==> config.mk <==
export PLATFORM = sky130hd
export DESIGN_NAME = mem_access_ctrl_flat
export DESIGN_NICKNAME = d
export VERILOG_FILES = /design/src/rtl/mem_access_ctrl_pkg.sv /design/src/rtl/mem_access_ctrl_if.sv /design/src/rtl/mem_access_ctrl_align.sv /design/src/rtl/mem_access_ctrl.sv /design/src/flat_wrapper.sv
export SDC_FILE = /design/constraint.sdc
export NUM_CORES = 1
export LEC_CHECK = 0
export ABC_AREA = 1
export BUFFER_PORTS_ARGS = -buffer_cell sky130_fd_sc_hd__buf_4
export CAP_MARGIN = 15
export CORE_ASPECT_RATIO = 0.75
export CORE_MARGIN = 8
export CORE_UTILIZATION = 40
export CTS_BUF_LIST = sky130_fd_sc_hd__clkbuf_4
export DETAILED_ROUTE_END_ITERATION = 8
export PLACE_DENSITY = 0.61
export SLEW_MARGIN = 25
export SYNTH_ARGS = -nofsm -noshare
export SYNTH_HDL_FRONTEND = slang
export SYNTH_SLANG_ARGS = --single-unit
==> constraint.sdc <==
create_clock -name clk -period 2.76 [get_ports clk]
set_input_delay 0.552 -clock clk [delete_from_list [all_inputs] [get_ports clk]]
set_output_delay 0.552 -clock clk [all_outputs]
set_load 0.05 [all_outputs]
==> src/rtl/mem_access_ctrl_pkg.sv <==
// rtl/mem_access_ctrl_pkg.sv - shared constants and helpers for the memory access controller
package mem_ctrl_pkg;

    typedef logic [1:0] mem_type_t;

    // Access sizes
    localparam mem_type_t MEM_B = 2'b00;
    localparam mem_type_t MEM_H = 2'b01;
    localparam mem_type_t MEM_W = 2'b10;

    // FSM encoding
    localparam logic [1:0] ST_IDLE = 2'd0;
    localparam logic [1:0] ST_RD   = 2'd1;
    localparam logic [1:0] ST_WR   = 2'd2;
    localparam logic [1:0] ST_DONE = 2'd3;

    // Width of the wait-state counter
    localparam int CNT_W = 4;

    // Halfwords need an even address, words (and the unused 2'b11 code) a multiple of four
    function automatic logic is_misaligned(input mem_type_t t, input logic [1:0] off);
        case (t)
            MEM_B:   return 1'b0;
            MEM_H:   return off[0];
            default: return off != 2'b00;
        endcase
    endfunction

endpackage

==> src/rtl/mem_access_ctrl_if.sv <==
// rtl/mem_access_ctrl_if.sv - pipeline-side and RAM-side signal bundle of the controller
interface mem_access_ctrl_if;
    import mem_ctrl_pkg::*;

    // Pipeline side
    logic        mem_ren;
    logic        mem_wen;
    mem_type_t   mem_type;
    logic        mem_signed;
    logic [31:0] mem_addr;
    logic [31:0] mem_wdata;
    logic        flush;
    logic [31:0] mem_rdata;
    logic        stall;
    logic        exc_adel;
    logic        exc_ades;
    logic [31:0] bad_vaddr;

    // RAM side
    logic        ram_cs;
    logic        ram_we;
    logic [31:0] ram_addr;
    logic [31:0] ram_din;
    logic [31:0] ram_dout;

    modport slave (
        input  mem_ren, mem_wen, mem_type, mem_signed, mem_addr, mem_wdata, flush, ram_dout,
        output mem_rdata, stall, exc_adel, exc_ades, bad_vaddr, ram_cs, ram_we, ram_addr, ram_din
    );

    modport master (
        output mem_ren, mem_wen, mem_type, mem_signed, mem_addr, mem_wdata, flush, ram_dout,
        input  mem_rdata, stall, exc_adel, exc_ades, bad_vaddr, ram_cs, ram_we, ram_addr, ram_din
    );

endinterface

==> src/rtl/mem_access_ctrl_align.sv <==
// rtl/mem_access_ctrl_align.sv - lane extraction, lane merge and alignment check
module mem_align
    import mem_ctrl_pkg::*;
(
    input  mem_type_t   acc_type,
    input  logic        sign_ext,
    input  logic [1:0]  byte_off,
    input  logic [31:0] rword,
    input  logic [31:0] wdata,
    output logic [31:0] load_data,
    output logic [31:0] merged,
    output logic        misaligned
);

    logic [7:0]  rbyte;
    logic [15:0] rhalf;

    assign rbyte      = rword[{byte_off, 3'b000} +: 8];
    assign rhalf      = rword[{byte_off[1], 4'b0000} +: 16];
    assign misaligned = is_misaligned(acc_type, byte_off);

    // Right-justify and extend the load lane; splice the store lane into the old word
    always_comb begin
        load_data = rword;
        merged    = wdata;
        case (acc_type)
            MEM_B: begin
                load_data = {{24{sign_ext & rbyte[7]}}, rbyte};
                merged    = rword;
                merged[{byte_off, 3'b000} +: 8] = wdata[7:0];
            end
            MEM_H: begin
                load_data = {{16{sign_ext & rhalf[15]}}, rhalf};
                merged    = rword;
                merged[{byte_off[1], 4'b0000} +: 16] = wdata[15:0];
            end
            default: begin
                load_data = rword;
                merged    = wdata;
            end
        endcase
    end

endmodule

==> src/rtl/mem_access_ctrl.sv <==
// rtl/mem_access_ctrl.sv - MEM-stage controller turning B/H/W accesses into word RAM cycles
module mem_access_ctrl
    import mem_ctrl_pkg::*;
#(
    parameter int WAIT_CYCLES = 1
) (
    input  logic             clk,
    input  logic             rst,
    mem_access_ctrl_if.slave bus
);

    logic [1:0]       state;
    logic [CNT_W-1:0] cnt;
    mem_type_t        lat_type;
    logic             lat_signed;
    logic [1:0]       lat_off;
    logic [31:0]      lat_wdata;
    logic             lat_store;
    logic [31:0]      rdata_q;
    logic             adel_q;
    logic             ades_q;
    logic [31:0]      bva_q;
    logic [31:0]      ram_addr_q;
    logic [31:0]      ram_din_q;

    logic             req;
    logic             in_idle;
    logic             last;
    mem_type_t        al_type;
    logic             al_signed;
    logic [1:0]       al_off;
    logic [31:0]      al_wdata;
    logic [31:0]      load_data;
    logic [31:0]      merged;
    logic             misaligned;

    assign req     = bus.mem_ren | bus.mem_wen;
    assign in_idle = (state == ST_IDLE);
    assign last    = (cnt == CNT_W'(WAIT_CYCLES - 1));

    // The alignment check looks at the live request; extraction and merge use the latched one
    assign al_type   = in_idle ? bus.mem_type       : lat_type;
    assign al_signed = in_idle ? bus.mem_signed     : lat_signed;
    assign al_off    = in_idle ? bus.mem_addr[1:0]  : lat_off;
    assign al_wdata  = in_idle ? bus.mem_wdata      : lat_wdata;

    mem_align u_align (
        .acc_type   (al_type),
        .sign_ext   (al_signed),
        .byte_off   (al_off),
        .rword      (bus.ram_dout),
        .wdata      (al_wdata),
        .load_data  (load_data),
        .merged     (merged),
        .misaligned (misaligned)
    );

    // Hold the pipeline until DONE; a flushed request in IDLE never stalls
    assign bus.stall     = rst & req & (state != ST_DONE) & ~(in_idle & bus.flush);
    assign bus.ram_cs    = rst & ((state == ST_RD) | (state == ST_WR));
    assign bus.ram_we    = rst & (state == ST_WR);
    assign bus.ram_addr  = ram_addr_q;
    assign bus.ram_din   = ram_din_q;
    assign bus.mem_rdata = rdata_q;
    assign bus.exc_adel  = adel_q;
    assign bus.exc_ades  = ades_q;
    assign bus.bad_vaddr = bva_q;

    // FSM, wait counter and datapath registers
    always_ff @(posedge clk or negedge rst) begin
        if (!rst) begin
            state      <= ST_IDLE;
            cnt        <= '0;
            lat_type   <= MEM_B;
            lat_signed <= 1'b0;
            lat_off    <= 2'b00;
            lat_wdata  <= '0;
            lat_store  <= 1'b0;
            rdata_q    <= '0;
            adel_q     <= 1'b0;
            ades_q     <= 1'b0;
            bva_q      <= '0;
            ram_addr_q <= '0;
            ram_din_q  <= '0;
        end else begin
            case (state)
                ST_IDLE: begin
                    cnt <= '0;
                    if (req && !bus.flush) begin
                        lat_type   <= bus.mem_type;
                        lat_signed <= bus.mem_signed;
                        lat_off    <= bus.mem_addr[1:0];
                        lat_wdata  <= bus.mem_wdata;
                        lat_store  <= bus.mem_wen;
                        if (misaligned) begin
                            adel_q  <= ~bus.mem_wen;
                            ades_q  <= bus.mem_wen;
                            bva_q   <= bus.mem_addr;
                            rdata_q <= '0;
                            state   <= ST_DONE;
                        end else begin
                            ram_addr_q <= {2'b00, bus.mem_addr[31:2]};
                            if (bus.mem_wen && bus.mem_type == MEM_W) begin
                                ram_din_q <= bus.mem_wdata;
                                state     <= ST_WR;
                            end else begin
                                state <= ST_RD;
                            end
                        end
                    end
                end
                ST_RD: begin
                    if (last) begin
                        cnt <= '0;
                        if (lat_store) begin
                            ram_din_q <= merged;
                            state     <= ST_WR;
                        end else begin
                            rdata_q <= load_data;
                            state   <= ST_DONE;
                        end
                    end else begin
                        cnt <= cnt + 1'b1;
                    end
                end
                ST_WR: begin
                    if (last) begin
                        cnt   <= '0;
                        state <= ST_DONE;
                    end else begin
                        cnt <= cnt + 1'b1;
                    end
                end
                default: begin
                    adel_q <= 1'b0;
                    ades_q <= 1'b0;
                    state  <= ST_IDLE;
                end
            endcase
        end
    end

endmodule

==> src/flat_wrapper.sv <==
// flat-port wrapper written by rule: the top's interface ports become plain ports
module mem_access_ctrl_flat import mem_ctrl_pkg::*;
#(
    parameter int WAIT_CYCLES = 1
)
  (clk, rst, bus_mem_ren, bus_mem_wen, bus_mem_type, bus_mem_signed, bus_mem_addr, bus_mem_wdata, bus_flush, bus_ram_dout, bus_mem_rdata, bus_stall, bus_exc_adel, bus_exc_ades, bus_bad_vaddr, bus_ram_cs, bus_ram_we, bus_ram_addr, bus_ram_din);
  mem_access_ctrl_if bus_i ();
  input  logic clk;
  input  logic rst;
  input wire logic [$bits(bus_i.mem_ren)-1:0] bus_mem_ren;
  input wire logic [$bits(bus_i.mem_wen)-1:0] bus_mem_wen;
  input wire logic [$bits(bus_i.mem_type)-1:0] bus_mem_type;
  input wire logic [$bits(bus_i.mem_signed)-1:0] bus_mem_signed;
  input wire logic [$bits(bus_i.mem_addr)-1:0] bus_mem_addr;
  input wire logic [$bits(bus_i.mem_wdata)-1:0] bus_mem_wdata;
  input wire logic [$bits(bus_i.flush)-1:0] bus_flush;
  input wire logic [$bits(bus_i.ram_dout)-1:0] bus_ram_dout;
  output wire logic [$bits(bus_i.mem_rdata)-1:0] bus_mem_rdata;
  output wire logic [$bits(bus_i.stall)-1:0] bus_stall;
  output wire logic [$bits(bus_i.exc_adel)-1:0] bus_exc_adel;
  output wire logic [$bits(bus_i.exc_ades)-1:0] bus_exc_ades;
  output wire logic [$bits(bus_i.bad_vaddr)-1:0] bus_bad_vaddr;
  output wire logic [$bits(bus_i.ram_cs)-1:0] bus_ram_cs;
  output wire logic [$bits(bus_i.ram_we)-1:0] bus_ram_we;
  output wire logic [$bits(bus_i.ram_addr)-1:0] bus_ram_addr;
  output wire logic [$bits(bus_i.ram_din)-1:0] bus_ram_din;
  assign bus_i.mem_ren = bus_mem_ren;
  assign bus_i.mem_wen = bus_mem_wen;
  assign bus_i.mem_type = bus_mem_type;
  assign bus_i.mem_signed = bus_mem_signed;
  assign bus_i.mem_addr = bus_mem_addr;
  assign bus_i.mem_wdata = bus_mem_wdata;
  assign bus_i.flush = bus_flush;
  assign bus_i.ram_dout = bus_ram_dout;
  assign bus_mem_rdata = bus_i.mem_rdata;
  assign bus_stall = bus_i.stall;
  assign bus_exc_adel = bus_i.exc_adel;
  assign bus_exc_ades = bus_i.exc_ades;
  assign bus_bad_vaddr = bus_i.bad_vaddr;
  assign bus_ram_cs = bus_i.ram_cs;
  assign bus_ram_we = bus_i.ram_we;
  assign bus_ram_addr = bus_i.ram_addr;
  assign bus_ram_din = bus_i.ram_din;
  mem_access_ctrl #(.WAIT_CYCLES(WAIT_CYCLES)) u_core (.clk(clk), .rst(rst), .bus(bus_i));
endmodule
==> summary.md, run 1 <==
| Metric | Value |
|---|---|
| Slack of the critical path | 0.201 ns |
| Placed cells | 1969 |
| Rows | 50 |
| Area after DPL | 12000 um2 |
| Final setup TNS | 0 ns |
| Vias | 10049 |
| Async SR Flop Fraction | 100% |
| H-tree depth | 4 |
| IO buf count | 234 |
| Grt met1 use | 33.3% |
| Synth top cells by count | nand2_1, o21ai_0, dfrtp_1 |
| Critical path class | reg2out |
| Worst hold path cell count | 3 |
| Max Freq | 391 MHz |
| P_sw | 10.4 mW |
| Comb power frac | 68.2% |
| Total CTS buffers | 17 |
| Ys flop type | dfrtp_1 |
| Worst r2r src | u_core.state[0]$_DFFE_PN0P_ |
| Sink Count | 172 |
| Clock power frac | 8.9% |
| Busiest layer in global routing | met2 |
| Hold WS | 0.136 ns |
| Critical path peak fanout | 33 |
| Detailed-route wire length | 35400 um |
| Yosys reg bits | 172 |
| Synth Area per Inst | 6.93 um2 |
| Top cells by area, synth | dfrtp_1, nand2_1, o21ai_0, inv_1, nor2_1 |
| Fin crit period | 2.56 ns |
| Routability cong. | 0.946 |
| Initial antenna violation count | 1 |
| HP Class | in2reg |
| Max-cap viol count | 0 |
| Critical path launch point type | flop |
| YS warnings | 0 |
| Die Y | 153 um |
| RSZ-0062 raised after global routing | false |
| Final Cycle Share | 92.7% |
| Worst Clk Skew | 0.0282 ns |
| Place WS | -0.0523 ns |
| FF-to-FF setup slack | 0.20 ns |
| Critical Path Sink Type | primary output |
| Vias per cell | 5.02 |
| Top cell type's share of synthesized area | 43.0% |
| Vias in the first global route | 9676 |
| Cell accounting for the most synthesized area | dfrtp_1 |
| Final core occ | 50.0% |
| Count leader, synth | nand2_1 |
| Finished Layout Cells | 2002 |
| Sequential element share of the synthesized area | 43.0% |
| # Post-CTS Setup Buffers | 0 |
| Total power | 18.1 mW |
| Cell variety after synth | 35 |
| Worst R2R Path Depth | 14 |
| Synthesized instance count | 1444 |
| P&R area growth vs syn | 23.7% |
| RR Endpoint | u_core.bus.ram_din[20]$_DFFE_PN0P_ |
| Power per cell area | 1460 nW/um2 |
| Clock Tree Root | clkbuf_4 |
| Met3 Use GR | 4.76% |
| Final Slew Violations | 0 |
| Initial Utilization | 40.4% |
| Critical Path AT | 2.01 ns |
| Layout cells sized above 1 | 21.3% |
| Die area | 30400 um2 |
| Clock buffer depth | 2 |
| Final Hold Viols | 0 |
| All-Layer GR Usage | 23.2% |
| Clock-pin transition on the worst setup and hold timing paths | 0.17 ns |
| CTS tree | yes |
| Global route total overflow | 0 |
| Starting DRT DRC Count | 854 |
| Worst slew pin tran | 0.796 ns |
| Global-route wire length before repair | 55800 um |
| Final HPWL DP | 26800 um |
| Endpoints failing setup | 0 |
| Design Area, Final | 12400 um2 |
| M2 GR Usage | 35.0% |
| Core ar. | 24800 um2 |
| Largest net degree at the start of global routing | 76 |
| Hold endpoint | u_core.bus.ram_addr[2]$_DFFE_PN0P_ |
| Outcome | finished clean |
| Hold Crit Start | bus_mem_addr[4] |
| IO Count | 237 |
| Syn Std Cell Area | 10000 um2 |
| Worst Setup SP | u_core.state[0]$_DFFE_PN0P_ |
| Worst-skew pair later-pin latency | 0.61 ns |
| Number of enable flip-flop cells after synthesis | 0 |
| Routed WL per cell | 17.7 um |
| Leakage | 6.62 nW |
| Remaining DRCs | 0 |
| Worst vdd ir | 0.733 mV |
| First drt pass iteration count | 6 |
| Reg power frac | 22.8% |
| Routed Antenna Nets | 0 |
| Critical path data required time | 2.21 ns |
| Die Wd | 199 um |
| Cell-internal power | 7.70 mW |
| Nets | 1765 |
| Relative slew slack | 46.9% |
| Switching part of the total | 57.5% |
## final cells by class
class                      instances  area, um2
timing repair buffer             264       2030
sequential                       172       4300
tap                              338        423
multi-input combinational       1071       4840
antenna                            1       2.50
clock inverter                    13        165
fill                            2591      12400
clock buffer                      18        135
inverter                         125        479
## power by group through the flow
stage	Sequential [mW]	Clock [mW]	Combinational [mW]
6_report	4.14	1.62	12.4
2_1_floorplan	6.72	0	6.11
4_1_cts	4.14	1.67	12.3
3_5_place_dp	4.18	0	12.2
3_3_place_gp	4.17	0	12.1
5_1_grt	4.27	1.74	13.5
## state kept, by name (all words and copies together) (netlist names), 2 cells and up
signal,count
u_core.bus.ram_din,32
u_core.lat_wdata,32
u_core.lat_type,2
u_core.bus.bad_vaddr,32
u_core.bus.ram_addr,30
u_core.bus.mem_rdata,32
u_core.lat_off,2
u_core.state,2
u_core.cnt,4
## how the worst max path moves through the flow
stage,end,slack [ns],cells past startpoint
after floorplan,bus_stall,0.17,7
after global placement,u_core.bus.mem_rdata[30]$_DFFE_PN0P_,0.05,12
after detailed placement,u_core.bus.mem_rdata[21]$_DFFE_PN0P_,-0.05,12
after CTS,u_core.bus.mem_rdata[22]$_DFFE_PN0P_,0.03,12
after global routing,u_core.bus.ram_din[8]$_DFFE_PN0P_,0.004,13
final,bus_stall,0.20,5
## critical path, cell delays in order, from the launching register on
cell      delay (ns)
dfrtp_1         0.44
inv_1           0.10
ha_2            0.23
buf_12          0.18
a211oi_2        0.23
buf_4           0.24
## logic make-up after synthesis
kind of cell               share of synthesized area (%)
xor gates and xnor gates                          0.0875
adders and majority gates                           1.25
AOI/OAI and AO/OA                                   13.6
buffers and inverters                               9.04
DFF                                                 43.0
other                                             0.0375
and+or+nand+nor                                     32.9
## timing repair
item	CTS	global route
setup endpoints to repair	16	88
gates resized for setup	1	16
gates cloned	0	0
hold buffers	1	0
endpoints found under the hold margin	9	0
## cells in the final DEF, fill, tap and decap left out, types with 4 or more instances in the layout
master / netlist / routed
nand4_1: 9 / 9
nand2_1: 577 / 575
nand3_4: 3 / 4
o21ai_1: 18 / 24
a21oi_1: 49 / 49
nand2_4: 5 / 4
nor2_1: 102 / 100
clkbuf_4: 0 / 18
o211ai_1: 14 / 14
nand3_1: 62 / 62
ha_1: 10 / 9
buf_4: 6 / 258
dfrtp_1: 172 / 172
inv_2: 5 / 4
nand2_2: 11 / 13
nor2_2: 3 / 4
inv_1: 118 / 117
or2_2: 20 / 20
o21ai_0: 174 / 168
## layer usage
metal,part of all wire [%],vias to the layer above,wire (um)
li1,-,4960,-
met1,48,4766,16900
met2,44,287,15700
met3,6.1,36,2140
met4,1.7,0,608
met5,0,-,0
No activity file was read; power rests on OpenSTA's default activity.
==> run 2, diff against run 1 <==
PLACE_DENSITY = 0.58   (was 0.61)
TNS_END_PERCENT = 5   (was unset)
==> run 2 against run 1 <==
Via count is 0.11% lower. Worst setup slack worse by 0.098 ns. Clock skew is 0.010 ns lower. Design area is 0.43% higher. Largest power group unchanged. Non-clock buffer count is 4 higher. Critical path type unchanged. Core utilization is 0.22 points higher. Die area stayed put. Clock-buffer cell count is 1 lower. Combinational power hardly changed. Global-route usage hardly changed.
==> summary.md, run 2 (synthesis results as in run 1) <==
| Metric | Value |
|---|---|
| Fin crit period | 2.66 ns (+0.0978 ns) |
| Total CTS buffers | 17 (unchanged) |
| Worst r2r src | u_core.state[1]$_DFFE_PN0P_ |
| H-tree depth | 4 (unchanged) |
| IO Count | 237 (unchanged) |
| Relative slew slack | 38.3% (-8.6 points) |
| Busiest layer in global routing | met2 |
| Rows | 50 (unchanged) |
| Cell-internal power | 7.69 mW (-0.11%) |
| Sink Count | 172 (unchanged) |
| P_sw | 10.5 mW (+1.2%) |
| Clock-pin transition on the worst setup and hold timing paths | 0.16 ns (about the same) |
| Clock buffer depth | 2 (unchanged) |
| Critical path peak fanout | 44 (+33%) |
| Initial antenna violation count | 2 (+1) |
| Power per cell area | 1470 nW/um2 (+0.22%) |
| Critical Path Sink Type | primary output |
| RSZ-0062 raised after global routing | true |
| CP max stage delay | 0.44 ns (about the same) |
| Met3 Use GR | 5.13% (+0.37 points) |
| Register area | 4300 um2 (unchanged) |
| Worst hold path cell count | 3 (unchanged) |
| Clock power frac | 8.4% (-0.5 points) |
| Switching part of the total | 57.8% (+0.32 points) |
| First drt pass iteration count | 5 (-1) |
| Outcome | finished clean |
| CTS tree | yes |
| Worst slew pin tran | 0.925 ns (+0.129 ns) |
| HP Class | in2reg |
| Global-route wire length before repair | 55500 um (-0.52%) |
| Leakage | 6.62 nW (about the same) |
| Worst Clk Skew | 0.0180 ns (-0.0102 ns) |
| Critical Path AT | 2.11 ns (+0.10 ns) |
| Worst Setup SP | u_core.state[1]$_DFFE_PN0P_ |
| Grt met1 use | 33.3% (-0.059 points) |
| Hold WS | 0.136 ns (-0.000189 ns) |
| Hold endpoint | u_core.bus.ram_addr[16]$_DFFE_PN0P_ |
| Reg power frac | 22.7% (about the same) |
| RR Endpoint | u_core.bus.ram_din[26]$_DFFE_PN0P_ |
| Critical path data required time | 2.21 ns (about the same) |
| IO buf count | 234 (unchanged) |
| Cell mode on critical path | buf_12 |
| Place WS | -0.0312 ns (+0.0211 ns) |
| Most common cell after layout, fill and taps aside | nand2_1 |
| Final core occ | 50.2% (+0.22 points) |
| Detailed-route wire length | 35700 um (+1.1%) |
| P&R area growth vs syn | 24.2% |
| Design Area, Final | 12400 um2 (+0.43%) |
| Layout cells sized above 1 | 21.7% (+0.31 points) |
| Critical path launch point type | flop |
| Routed Antenna Nets | 0 (unchanged) |
| Max Freq | 376 MHz (-3.7%) |
| Core ar. | 24800 um2 (unchanged) |
| Worst-skew pair later-pin latency | 0.61 ns (about the same) |
| Die Y | 153 um (unchanged) |
| Area after DPL | 12000 um2 (+0.21%) |
| Die Wd | 199 um (unchanged) |
| FF-to-FF setup slack | 0.13 ns (-0.07 ns) |
| Global route total overflow | 0 (unchanged) |
| Remaining DRCs | 0 (unchanged) |
| Vias per cell | 5.00 (-0.36%) |
| All-Layer GR Usage | 23.2% (about the same) |
| Critical path class | reg2out |
| Max-cap viol count | 0 (unchanged) |
| Finished Layout Cells | 2007 (+0.25%) |
| Nets | 1769 (+0.23%) |
| Slack of the critical path | 0.103 ns (-0.0978 ns) |
| Placed cells | 1969 (unchanged) |
| Final Slew Violations | 0 (unchanged) |
| Final HPWL DP | 26900 um (+0.25%) |
| Final setup TNS | 0 ns (unchanged) |
| Worst vdd ir | 0.623 mV (-15%) |
| Largest net degree at the start of global routing | 105 (+38%) |
| Clock Tree Root | clkbuf_4 |
| Die area | 30400 um2 (unchanged) |
| CP Buf/Inv Count | 4 (+1) |
| Final Hold Viols | 0 (unchanged) |
| Vias in the first global route | 9562 (-1.2%) |
| Worst R2R Path Depth | 14 (unchanged) |
| Total power | 18.2 mW (+0.66%) |
| Area of the multi-input gates | 4860 um2 (+0.39%) |
| Endpoints failing setup | 0 (unchanged) |
| Hold Crit Start | bus_mem_addr[18] |
| # fillers | 2559 (-1.2%) |
| Routability cong. | 0.946 (about the same) |
| Routed WL per cell | 17.8 um (+0.86%) |
| Slowest CP cell | dfrtp_1 |
| Initial Utilization | 40.4% (unchanged) |
| Crit path max-delay family | buffers and inverters |
| M2 GR Usage | 34.5% (-0.49 points) |
| Starting DRT DRC Count | 780 (-8.7%) |
| Commonest cells after routing, fill and taps aside | nand2_1, buf_4, dfrtp_1 |
| CP Cell Sequence | inv_1 -> ha_4 -> buf_12 -> buf_12 -> a211oi_4 -> buf_6 |
| Final Cycle Share | 96.3% (+3.5 points) |
| Vias | 10038 (-0.11%) |
| Comb power frac | 68.8% (+0.6 points) |
run 2: layer usage:
metal | up-vias | share of wire [%] | wire [um]
met3 | 44 | 6.7 | 2400
met1 | 4703 | 48 | 17000
li1 | 4961 | - | -
met2 | 328 | 44 | 15700
met5 | - | 0.036 | 13
met4 | 2 | 1.7 | 611
run 2: area by class of cell:
| type | count | share of cell area [%] |
|---|---|---|
| antenna | 2 | 0.0403 |
| clock buffer | 17 | 1.03 |
| clock inverter | 14 | 1.17 |
| inverter | 125 | 3.90 |
| multi-input combinational | 1071 | 39.1 |
| sequential | 172 | 34.6 |
| tap | 338 | 3.40 |
| timing repair buffer | 268 | 16.8 |
run 2: worst reg2reg max path, delay by kind of cell (launching register included):
kind | cells | cell delay, ns
AO/OA/AOI/OAI | 2 | 0.26
flip-flops | 1 | 0.45
adder cells (fa/ha/maj) | 2 | 0.40
buffers and inverters | 4 | 0.70
AND/OR/NAND/NOR | 6 | 0.72
run 2: how the worst max path moves through the flow:
| stage | end | depth (start not counted) |
|---|---|---|
| floorplan | bus_stall | 7 |
| finish | bus_stall | 6 |
| global placement | u_core.bus.ram_din[12]$_DFFE_PN0P_ | 13 |
| global route | bus_stall | 6 |
| detailed placement | u_core.bus.ram_din[9]$_DFFE_PN0P_ | 13 |
| CTS | bus_stall | 6 |
run 2: power groups by stage:
stage / clock, mW / combinational (mW) / sequential [mW]
finish: 1.53 / 12.6 / 4.15
global route: 1.66 / 13.6 / 4.27
CTS: 1.58 / 12.4 / 4.15
detailed placement: 0 / 12.3 / 4.19
global placement: 0 / 12.2 / 4.18
floorplan: 0 / 6.11 / 6.72
run 2: timing repair:
action / 4_1_cts / 5_1_grt
pin swaps: 1 / 0
hold buffers: 1 / 0
resized for setup: 1 / 23
endpoints found under the setup margin: 4 / 123
setup buffers: 2 / 2
hold endpoints to repair: 12 / 0
